File: src/rtl/maze_path_tracker_pkg.sv
// Shared types for the maze path tracker: move codes, tracker states and error codes.
package maze_path_tracker_pkg;

    typedef enum logic [1:0] {
        MOVE_UP    = 2'b00,
        MOVE_RIGHT = 2'b01,
        MOVE_LEFT  = 2'b10,
        MOVE_DOWN  = 2'b11
    } move_t;

    typedef enum logic [2:0] {
        IDLE,
        CAPTURE,
        REPLAY,
        DONE,
        ERROR
    } state_t;

    typedef enum logic [1:0] {
        ERR_NONE     = 2'b00,
        ERR_FAIL     = 2'b01,
        ERR_OVERFLOW = 2'b10,
        ERR_BOUNDS   = 2'b11
    } err_t;

endpackage

File: src/rtl/maze_path_tracker_if.sv
// Solver-side move stream and consumer-side step handshake of the path tracker.
interface maze_path_tracker_if;
    logic       move_valid;
    logic [1:0] move;
    logic       path_done;
    logic       path_fail;
    logic       step_valid;
    logic       step_ready;
    logic [1:0] step_move;

    // master is the environment (solver + consumer), slave is the tracker
    modport master (
        output move_valid, move, path_done, path_fail, step_ready,
        input  step_valid, step_move
    );

    modport slave (
        input  move_valid, move, path_done, path_fail, step_ready,
        output step_valid, step_move
    );
endinterface

File: src/rtl/maze_path_tracker_move_fifo.sv
// Synchronous move FIFO with combinational head read; pointers wrap modulo DEPTH.
module move_fifo
    import maze_path_tracker_pkg::*;
#(
    parameter int DEPTH = 256
) (
    input  logic                   clk,
    input  logic                   rst,
    input  logic                   push,
    input  logic                   pop,
    input  logic                   clear,
    input  move_t                  din,
    output move_t                  dout,
    output logic                   full,
    output logic                   empty,
    output logic [$clog2(DEPTH):0] count
);

    localparam int AW = $clog2(DEPTH);
    localparam int CW = AW + 1;

    move_t          mem [DEPTH];
    logic [AW-1:0]  wr_ptr;
    logic [AW-1:0]  rd_ptr;
    logic [CW-1:0]  count_q;
    logic           do_push;
    logic           do_pop;

    function automatic logic [AW-1:0] bump(input logic [AW-1:0] p);
        return (p == AW'(DEPTH - 1)) ? '0 : p + 1'b1;
    endfunction

    assign full    = (count_q == CW'(DEPTH));
    assign empty   = (count_q == '0);
    assign count   = count_q;
    assign dout    = mem[rd_ptr];
    assign do_push = push && !full && !clear;
    assign do_pop  = pop && !empty && !clear;

    // NOTE: storage is deliberately not reset; empty/valid gating keeps stale entries invisible.
    always_ff @(posedge clk) begin
        if (do_push) begin
            mem[wr_ptr] <= din;
        end
    end

    // NOTE: non-blocking assignments so every register samples pre-edge values.
    always_ff @(posedge clk or posedge rst) begin
        if (rst) begin
            wr_ptr  <= '0;
            rd_ptr  <= '0;
            count_q <= '0;
        end else if (clear) begin
            wr_ptr  <= '0;
            rd_ptr  <= '0;
            count_q <= '0;
        end else begin
            if (do_push) wr_ptr <= bump(wr_ptr);
            if (do_pop)  rd_ptr <= bump(rd_ptr);
            unique case ({do_push, do_pop})
                2'b10:   count_q <= count_q + 1'b1;
                2'b01:   count_q <= count_q - 1'b1;
                default: ;
            endcase
        end
    end

endmodule

File: src/rtl/maze_path_tracker.sv
// Captures a solver move stream, replays it under valid/ready and tracks the X/Y position.
module maze_path_tracker
    import maze_path_tracker_pkg::*;
#(
    parameter int DEPTH   = 256,
    parameter int ADDR_X  = 4,
    parameter int ADDR_Y  = 4,
    parameter int START_X = 0,
    parameter int START_Y = 0
) (
    input  logic                   clk,
    input  logic                   rst,
    input  logic                   start,
    maze_path_tracker_if.slave     bus,
    output logic [ADDR_X-1:0]      pos_x,
    output logic [ADDR_Y-1:0]      pos_y,
    output logic [$clog2(DEPTH):0] path_len,
    output logic                   busy,
    output logic                   tracker_done,
    output logic                   error,
    output logic [1:0]             err_code
);

    localparam int LW = $clog2(DEPTH) + 1;
    localparam logic [ADDR_X-1:0] X_START = ADDR_X'(START_X);
    localparam logic [ADDR_Y-1:0] Y_START = ADDR_Y'(START_Y);
    localparam logic [ADDR_X-1:0] X_MAX   = '1;
    localparam logic [ADDR_Y-1:0] Y_MAX   = '1;

    state_t            state_q, state_d;
    err_t              err_q, err_d;
    logic [ADDR_X-1:0] pos_x_q, pos_x_d, step_x;
    logic [ADDR_Y-1:0] pos_y_q, pos_y_d, step_y;
    logic [LW-1:0]     len_q, len_d;
    logic              step_oob;
    logic              step_valid;
    logic              step_fire;

    logic              fifo_push, fifo_pop, fifo_clear;
    logic              fifo_full, fifo_empty;
    logic [LW-1:0]     fifo_count;
    move_t             fifo_dout;

    move_fifo #(.DEPTH(DEPTH)) u_fifo (
        .clk   (clk),
        .rst   (rst),
        .push  (fifo_push),
        .pop   (fifo_pop),
        .clear (fifo_clear),
        .din   (move_t'(bus.move)),
        .dout  (fifo_dout),
        .full  (fifo_full),
        .empty (fifo_empty),
        .count (fifo_count)
    );

    assign step_valid     = (state_q == REPLAY) && !fifo_empty;
    assign step_fire      = step_valid && bus.step_ready;
    assign bus.step_valid = step_valid;
    assign bus.step_move  = step_valid ? fifo_dout : MOVE_UP;

    // Candidate position for the head move; edges of the grid saturate into an error.
    always_comb begin
        step_x   = pos_x_q;
        step_y   = pos_y_q;
        step_oob = 1'b0;
        unique case (fifo_dout)
            MOVE_UP:    if (pos_y_q == '0)    step_oob = 1'b1; else step_y = pos_y_q - 1'b1;
            MOVE_RIGHT: if (pos_x_q == X_MAX) step_oob = 1'b1; else step_x = pos_x_q + 1'b1;
            MOVE_LEFT:  if (pos_x_q == '0)    step_oob = 1'b1; else step_x = pos_x_q - 1'b1;
            MOVE_DOWN:  if (pos_y_q == Y_MAX) step_oob = 1'b1; else step_y = pos_y_q + 1'b1;
            default:    ;
        endcase
    end

    // NOTE: every output of this block gets a default first, so no latches are inferred.
    always_comb begin
        state_d    = state_q;
        err_d      = err_q;
        pos_x_d    = pos_x_q;
        pos_y_d    = pos_y_q;
        len_d      = len_q;
        fifo_push  = 1'b0;
        fifo_pop   = 1'b0;
        fifo_clear = 1'b0;

        if (start) begin
            state_d    = CAPTURE;
            err_d      = ERR_NONE;
            pos_x_d    = X_START;
            pos_y_d    = Y_START;
            len_d      = '0;
            fifo_clear = 1'b1;
        end else begin
            unique case (state_q)
                CAPTURE: begin
                    if (bus.path_fail) begin
                        state_d = ERROR;
                        err_d   = ERR_FAIL;
                    end else if (bus.move_valid && fifo_full) begin
                        state_d = ERROR;
                        err_d   = ERR_OVERFLOW;
                    end else begin
                        if (bus.move_valid) begin
                            fifo_push = 1'b1;
                            len_d     = len_q + 1'b1;
                        end
                        if (bus.path_done) begin
                            state_d = (fifo_empty && !bus.move_valid) ? DONE : REPLAY;
                        end
                    end
                end
                REPLAY: begin
                    if (step_fire) begin
                        fifo_pop = 1'b1;
                        if (step_oob) begin
                            state_d = ERROR;
                            err_d   = ERR_BOUNDS;
                        end else begin
                            pos_x_d = step_x;
                            pos_y_d = step_y;
                            if (fifo_count == LW'(1)) state_d = DONE;
                        end
                    end
                end
                default: ;
            endcase
        end
    end

    always_ff @(posedge clk or posedge rst) begin
        if (rst) begin
            state_q <= IDLE;
            err_q   <= ERR_NONE;
            pos_x_q <= X_START;
            pos_y_q <= Y_START;
            len_q   <= '0;
        end else begin
            state_q <= state_d;
            err_q   <= err_d;
            pos_x_q <= pos_x_d;
            pos_y_q <= pos_y_d;
            len_q   <= len_d;
        end
    end

    assign pos_x        = pos_x_q;
    assign pos_y        = pos_y_q;
    assign path_len     = len_q;
    assign busy         = (state_q == CAPTURE) || (state_q == REPLAY);
    assign tracker_done = (state_q == DONE);
    assign error        = (state_q == ERROR);
    assign err_code     = err_q;

endmodule

File: src/flat_wrapper.sv
// flat-port wrapper written by rule: the top's interface ports become plain ports
module maze_path_tracker_flat import maze_path_tracker_pkg::*;
#(
    parameter int DEPTH   = 256,
    parameter int ADDR_X  = 4,
    parameter int ADDR_Y  = 4,
    parameter int START_X = 0,
    parameter int START_Y = 0
)
  (clk, rst, start, pos_x, pos_y, path_len, busy, tracker_done, error, err_code, bus_move_valid, bus_move, bus_path_done, bus_path_fail, bus_step_ready, bus_step_valid, bus_step_move);
  maze_path_tracker_if bus_i ();
  input  logic clk;
  input  logic rst;
  input  logic start;
  output logic [ADDR_X-1:0] pos_x;
  output logic [ADDR_Y-1:0] pos_y;
  output logic [$clog2(DEPTH):0] path_len;
  output logic busy;
  output logic tracker_done;
  output logic error;
  output logic [1:0] err_code;
  input wire logic [$bits(bus_i.move_valid)-1:0] bus_move_valid;
  input wire logic [$bits(bus_i.move)-1:0] bus_move;
  input wire logic [$bits(bus_i.path_done)-1:0] bus_path_done;
  input wire logic [$bits(bus_i.path_fail)-1:0] bus_path_fail;
  input wire logic [$bits(bus_i.step_ready)-1:0] bus_step_ready;
  output wire logic [$bits(bus_i.step_valid)-1:0] bus_step_valid;
  output wire logic [$bits(bus_i.step_move)-1:0] bus_step_move;
  assign bus_i.move_valid = bus_move_valid;
  assign bus_i.move = bus_move;
  assign bus_i.path_done = bus_path_done;
  assign bus_i.path_fail = bus_path_fail;
  assign bus_i.step_ready = bus_step_ready;
  assign bus_step_valid = bus_i.step_valid;
  assign bus_step_move = bus_i.step_move;
  maze_path_tracker #(.DEPTH(DEPTH), .ADDR_X(ADDR_X), .ADDR_Y(ADDR_Y), .START_X(START_X), .START_Y(START_Y)) u_core (.clk(clk), .rst(rst), .start(start), .bus(bus_i), .pos_x(pos_x), .pos_y(pos_y), .path_len(path_len), .busy(busy), .tracker_done(tracker_done), .error(error), .err_code(err_code));
endmodule
File: config.mk
export PLATFORM = sky130hd
export DESIGN_NAME = maze_path_tracker_flat
export DESIGN_NICKNAME = d
export VERILOG_FILES = /design/src/rtl/maze_path_tracker_pkg.sv /design/src/rtl/maze_path_tracker_if.sv /design/src/rtl/maze_path_tracker_move_fifo.sv /design/src/rtl/maze_path_tracker.sv /design/src/flat_wrapper.sv
export SDC_FILE = /design/constraint.sdc
export NUM_CORES = 1
export LEC_CHECK = 0
export CELL_PAD_IN_SITES_DETAIL_PLACEMENT = 2
export CELL_PAD_IN_SITES_GLOBAL_PLACEMENT = 2
export CORE_MARGIN = 10
export CORE_UTILIZATION = 51
export DETAILED_ROUTE_END_ITERATION = 10
export GPL_ROUTABILITY_DRIVEN = 0
export HOLD_SLACK_MARGIN = 0.02
export PLACE_DENSITY_LB_ADDON = 0.25
export SLEW_MARGIN = 40
export SYNTH_ARGS = -nofsm -noshare
export SYNTH_HDL_FRONTEND = slang
export SYNTH_HIERARCHICAL = 1
export SYNTH_SLANG_ARGS = --single-unit
File: constraint.sdc
create_clock -name clk -period 9.25 [get_ports clk]
set_input_delay 1.85 -clock clk [delete_from_list [all_inputs] [get_ports clk]]
set_output_delay 1.85 -clock clk [all_outputs]
set_load 0.1 [all_outputs]
---- Word-level counts from Yosys, hierarchy flattened ----
Memories as Yosys holds them, arrays and structs flattened.
Index checks and enable logic that the tools add are counted.
word-level totals
  bits in registers ....................... 47
  memory bits (writable) .................. 512
  input bits .............................. 9
  output and inout bits ................... 25
  memories kept ........................... 1
operators by class
  $add $sub $neg .......................... 9
  equal/unequal tests ..................... 27
  multiplexer cells ....................... 59
  reductions and logical operators ........ 32
memory list
  name               words  bits a word  read ports  clocked after memory_dff  wr ports  RTL line                           RTL
  u_core.u_fifo.mem  256    2            1           0                         1         maze_path_tracker_move_fifo.sv:22  move_t mem [DEPTH];
operators by type and width
  kind                 count
  $mux 9               6
  $mux 4               12
  $mux 8               6
  $mux 3               7
  $add 9x1->9 const B  2
  $pmux 9 s2           1
  $add 8x1->8 const B  2
  $eq 8x8->1 const B   2
  $mux 1               16
  $pmux 4 s2           2
  $mux 2               6
  $ne 3x3->1 const B   4
  $reduce_and 4->1     3
  $reduce_and 6->1     2
  $reduce_bool 2->1    6
  $reduce_bool 3->1    4
  $eq 9x1->1 const B   1
  $eq 9x9->1 const B   1
  $logic_not 9->1      1
  $sub 9x1->9 const B  1
  $add 4x1->4 const B  2
  $eq 4x4->1 const B   2
  $logic_and 1x1->1    8
  $logic_not 4->1      2
  16 further kinds     28

---- Depth between registers and ports, before layout ----
  depth in word-level cells ............... 12
  depth in mapped cells ................... 17
  depth with buffers taken out ............ 14

---- Cells and area by module ----
Netlist, hierarchy kept.
by module, submodules not included
  module             instances  cells an instance  area each (um2)  sequential area each (um2)
  move_fifo          1          1,348              22,415.2         16,000.3
  maze_path_tracker  1          158                1,478.9          550.5

---- Worst setup path after synthesis ----
Ideal clock, no wire load.
  path kind ............................... register -> output
  start point ............................. register u_core.u_fifo.rd_ptr[0]
  end point ............................... output port bus_step_move[0]
  data arrival time ....................... 3.275 ns
  data required time ...................... 7.400 ns
  slack ................................... 4.125 ns
  stages on the path, launching flop included .. 11
  path through ............................ dfrtp_1 > buf_4 > buf_6 > or3b_2 > clkbuf_1 > o221ai_1 > a21oi_1 > a22oi_1 > nand3_1 > a221oi_1 > and2_1
between the ends
  word-level cells in the longest chain between the ends .. 2
ends and longest elaborated chain
  item                     RTL line                           RTL
  start, declared          maze_path_tracker_move_fifo.sv:24  logic [AW-1:0] rd_ptr;
  start signal, assigned   maze_path_tracker_move_fifo.sv:59  if (do_pop) rd_ptr <= bump(rd_ptr);
  $mem_v2 256x2            n/a
  net u_core.fifo_dout[0]  maze_path_tracker.sv:42            move_t fifo_dout;
  $mux 2                   maze_path_tracker.sv:60            assign bus.step_move = step_valid ? fifo_dout : MOVE_UP;
  end, declared            flat_wrapper.sv:28                 output wire logic [$bits(bus_i.step_move)-1:0] bus_step_move;
The timed path passes the listed nets, and every way through them passes these cells.

---- Final worst setup path ----
Ends and elaborated chain as after synthesis.

==> results.py <==
metrics = {
    "outcome": {
        "status": "finished, final reports clean",
    },
    "global_routing": {
        "grt_pass1_vias": 16122,
        "grt_start_max_net_pins": 110,
        "antenna_found_initial": 0,
        "grt_usage": 0.275,
        "gr-total-overflow": 0,
        "grt_first_pass_wirelength_um": 115000,
    },
    "critical_path": {
        "slowest_delay_ns": 0.77,
        "crit_fanout": 55,
        "r2r-start": "u_core/u_fifo/rd_ptr[0]",
        "crit_chain": "buf_12 > buf_16 > mux4_2 > o22ai_1 > nor2_1 > nand3_1 > a221oi_1 > buf_4 > and2_1 > buf_2",
        "start_kind": "flop",
        "required_ns": 7.40,
        "crit_slowest_cell": "dfrtp_4",
        "r2r_setup_slack_ns": 3.82,
        "cp-end-kind": "output port",
        "ff2ff_path_depth": 16,
        "cp.arrival_ns": 4.86,
        "worstReg2RegEnd": "u_core/pos_x[3]",
        "worstSetupPathType": "reg -> out",
    },
    "clock_network": {
        "cts_hold_buf": 0,
        "cts_setup_buffers": 0,
        "clk_latency_ns": 0.62,
        "clockRootBuffer": "clkbuf_16",
        "cts_tree": "built",
        "cts_inserted_buffers": 58,
        "cts_max_path_buffers": 3,
        "cts.sinks": 559,
        "htree_num_levels": 2,
        "cts-resized-gates": 0,
        "clk_pin_slew_worst_paths_ns": 0.06,
    },
    "detailed_routing": {
        "dr.pass1.iters": 5,
        "drc": 0,
        "drt-total-wl_um": 77100,
        "ant_nets": 0,
        "via_per_inst": 6.67,
        "drt_iter0_drc": 1526,
        "routedWlPerCell_um": 35.3,
        "vias": 14553,
    },
    "yosys": {
        "ys_ff_latch": 559,
        "synth-edff-count": 512,
        "synth_area_leaders": "edfxtp_1 (64%), mux4_2 (11%), dfrtp_1 (4.9%), nor2_1 (4.8%), mux2i_1 (1.1%)",
        "syn_nets": 1535,
        "syn_area_per_cell_sq_um": 15.9,
        "synth_top_area_frac": 0.643,
        "yosys.cell_types.count": 69,
        "yosysWarnings": 6,
        "synthFlopType": "edfxtp_1",
        "yosysTopAreaCell": "edfxtp_1",
        "ys_async_sr_fraction": 0.0841,
        "synthCells": 1506,
        "synth_area_sq_mm": 0.0239,
        "synth_seq_area_share": 0.693,
    },
    "floorplan": {
        "dieHeight_um": 236,
        "core_sq_mm": 0.0465,
        "ios": 34,
        "fp-row-count": 79,
        "die-area_sq_mm": 0.0559,
        "start_util": 0.514,
        "dieWidth_um": 236,
    },
    "finish": {
        "multi_input_area_sq_mm": 0.00691,
        "layout-drive-gt1-share": 0.180,
        "diodes": 0,
        "nets": 1559,
        "post-route-util": 0.571,
        "area_growth_pct": 11.0,
        "regArea_sq_mm": 0.0166,
        "final_area_sq_mm": 0.0265,
        "fillers": 3988,
    },
    "worst_hold_path": {
        "min_from": "u_core/err_code[0]",
        "min_path_type": "reg -> reg",
        "min_to": "u_core/err_code[0]",
        "hold_depth": 2,
    },
    "timing": {
        "skew_ns": 0.0152,
        "fin_crit_sh": 0.725,
        "fmax_mhz": 149,
        "setup_viol": 0,
        "hold_violations": 0,
        "drv_slew": 0,
        "slew_headroom": 0.377,
        "rsz0062_at_grt": "false",
        "period_minus_slack_ns": 6.71,
        "timing.setup.tns_ns": 0,
        "tightest_slew_ns": 0.911,
    },
    "placement": {
        "dpl-instance-area_sq_mm": 0.0247,
        "dp_hpwl_um": 48700,
        "io_buffers": 33,
    },
    "pwr": {
        "power.density_mw_per_mm2": 203,
        "peakVddDrop_uv": 193,
        "leakage_nw": 8.15,
    },
    "flow_run": {
        "drv_cap": 0,
    },
}
[logic make-up (layout without fill, tap and decap cells)]
kind of cell    Yosys count  in the layout  synth area share
buf+inv                 104            173            0.0209
xor+xnor                 24             24           0.00911
compound gates          163            163            0.0490
fa+ha+maj                20             20            0.0114
flops                   559            559             0.693
simple gates            489            489            0.0925
mux                     147            147             0.124
[critical path: cells and delay by family (launching register included)]
family	cells	cell delay (ns)
and+or+nand+nor	3	0.66
AOI/OAI and AO/OA	2	0.81
buffers and inverters	4	1.49
muxes	1	0.32
DFF	1	0.77
[layout make-up]
type,count,area share
repair buffers,52,0.0160
well taps,607,0.0286
flip-flops and latches,559,0.625
inverters,16,0.00227
clock buffers,68,0.0570
multi-input cells,843,0.261
clock inverters,37,0.0110
[sequential cells by signal, summed over array words and instances, names as in the netlist]
register              cells
u_core/err_code           2
u_core/path_len           9
u_core/pos_x              4
u_core/pos_y              4
u_core/state_q            3
u_core/u_fifo/count       9
u_core/u_fifo/mem       512
u_core/u_fifo/rd_ptr      8
u_core/u_fifo/wr_ptr      8
[power by group]
group	switching [mW]	internal, mW	total [mW]	leakage, nW
combinational	0.219	0.0594	0.278	2.01
sequential	0.0246	2.77	2.79	5.24
clock	1.01	1.30	2.30	0.894
[cell usage after synthesis, drive strengths merged (7+ instances only)]
master / n
a221oi: 12
edfxtp: 512
xor2: 10
dfrtp: 47
a22oi: 24
or3: 11
ha: 17
nand2: 58
nand4: 7
inv: 16
mux2i: 27
a21oi: 29
nor2: 307
o31ai: 7
nor3: 11
clkbuf: 51
nand2b: 10
o22ai: 27
nor2b: 15
mux4: 120
nand3: 34
xnor2: 14
o21ai: 16
a22o: 8
buf: 37
[routing by layer]
layer | share of wire | GRT usage | vias up | wire [um]
met5 | 0 | 0 | - | 0
met4 | 0.037 | 0.0998 | 0 | 2890
met3 | 0.054 | 0.0462 | 178 | 4200
met2 | 0.52 | 0.481 | 590 | 40400
met1 | 0.38 | 0.339 | 7884 | 29700
li1 | - | - | 5901 | -
[per-stage QoR]
stage	cells	setup WS [ns]	power (mW)	hold WS, ns
finish	2182	2.54	5.37	0.541
global route	2182	2.26	5.52	0.582
CTS	2182	2.42	5.40	0.549
detailed placement	2077	2.89	3.12	0.536
global placement	2073	2.58	3.12	0.535
floorplan	1506	4.12	3.03	0.481
[layout by cell type, fill, tap and decap left out, types with 7 or more instances in the layout]
cell type    n
nand2b_1     8
nor2b_1     13
edfxtp_1   512
nand2_1     57
clkinv_2    14
a21oi_1     29
buf_2       26
nand3_1     27
xor2_1      10
inv_1       15
ha_1        17
clkinv_1    17
nor2_1     304
a22oi_1     24
dfrtp_1     45
nor3_1       9
mux2i_1     27
xnor2_1     13
a22o_1       8
nand3_2      7
clkbuf_16   59
or3_1       10
a221oi_1    12
clkbuf_1     9
mux4_2     120
o22ai_1     27
o21ai_0     15
buf_4       11
[worst max path at each step]
stage / from / end / slack [ns] / depth (start not counted)
floorplan: u_core/u_fifo/rd_ptr[0] / bus_step_move[0] / 4.12 / 10
global placement: u_core/u_fifo/rd_ptr[2] / bus_step_move[1] / 2.58 / 8
detailed placement: bus_path_fail / u_core/u_fifo/count[8] / 2.89 / 13
CTS: u_core/u_fifo/rd_ptr[0] / bus_step_move[0] / 2.42 / 10
global route: u_core/u_fifo/rd_ptr[0] / bus_step_move[0] / 2.26 / 10
finish: u_core/u_fifo/rd_ptr[0] / bus_step_move[0] / 2.54 / 10
Note: power is estimated with default switching activity, not from simulation.
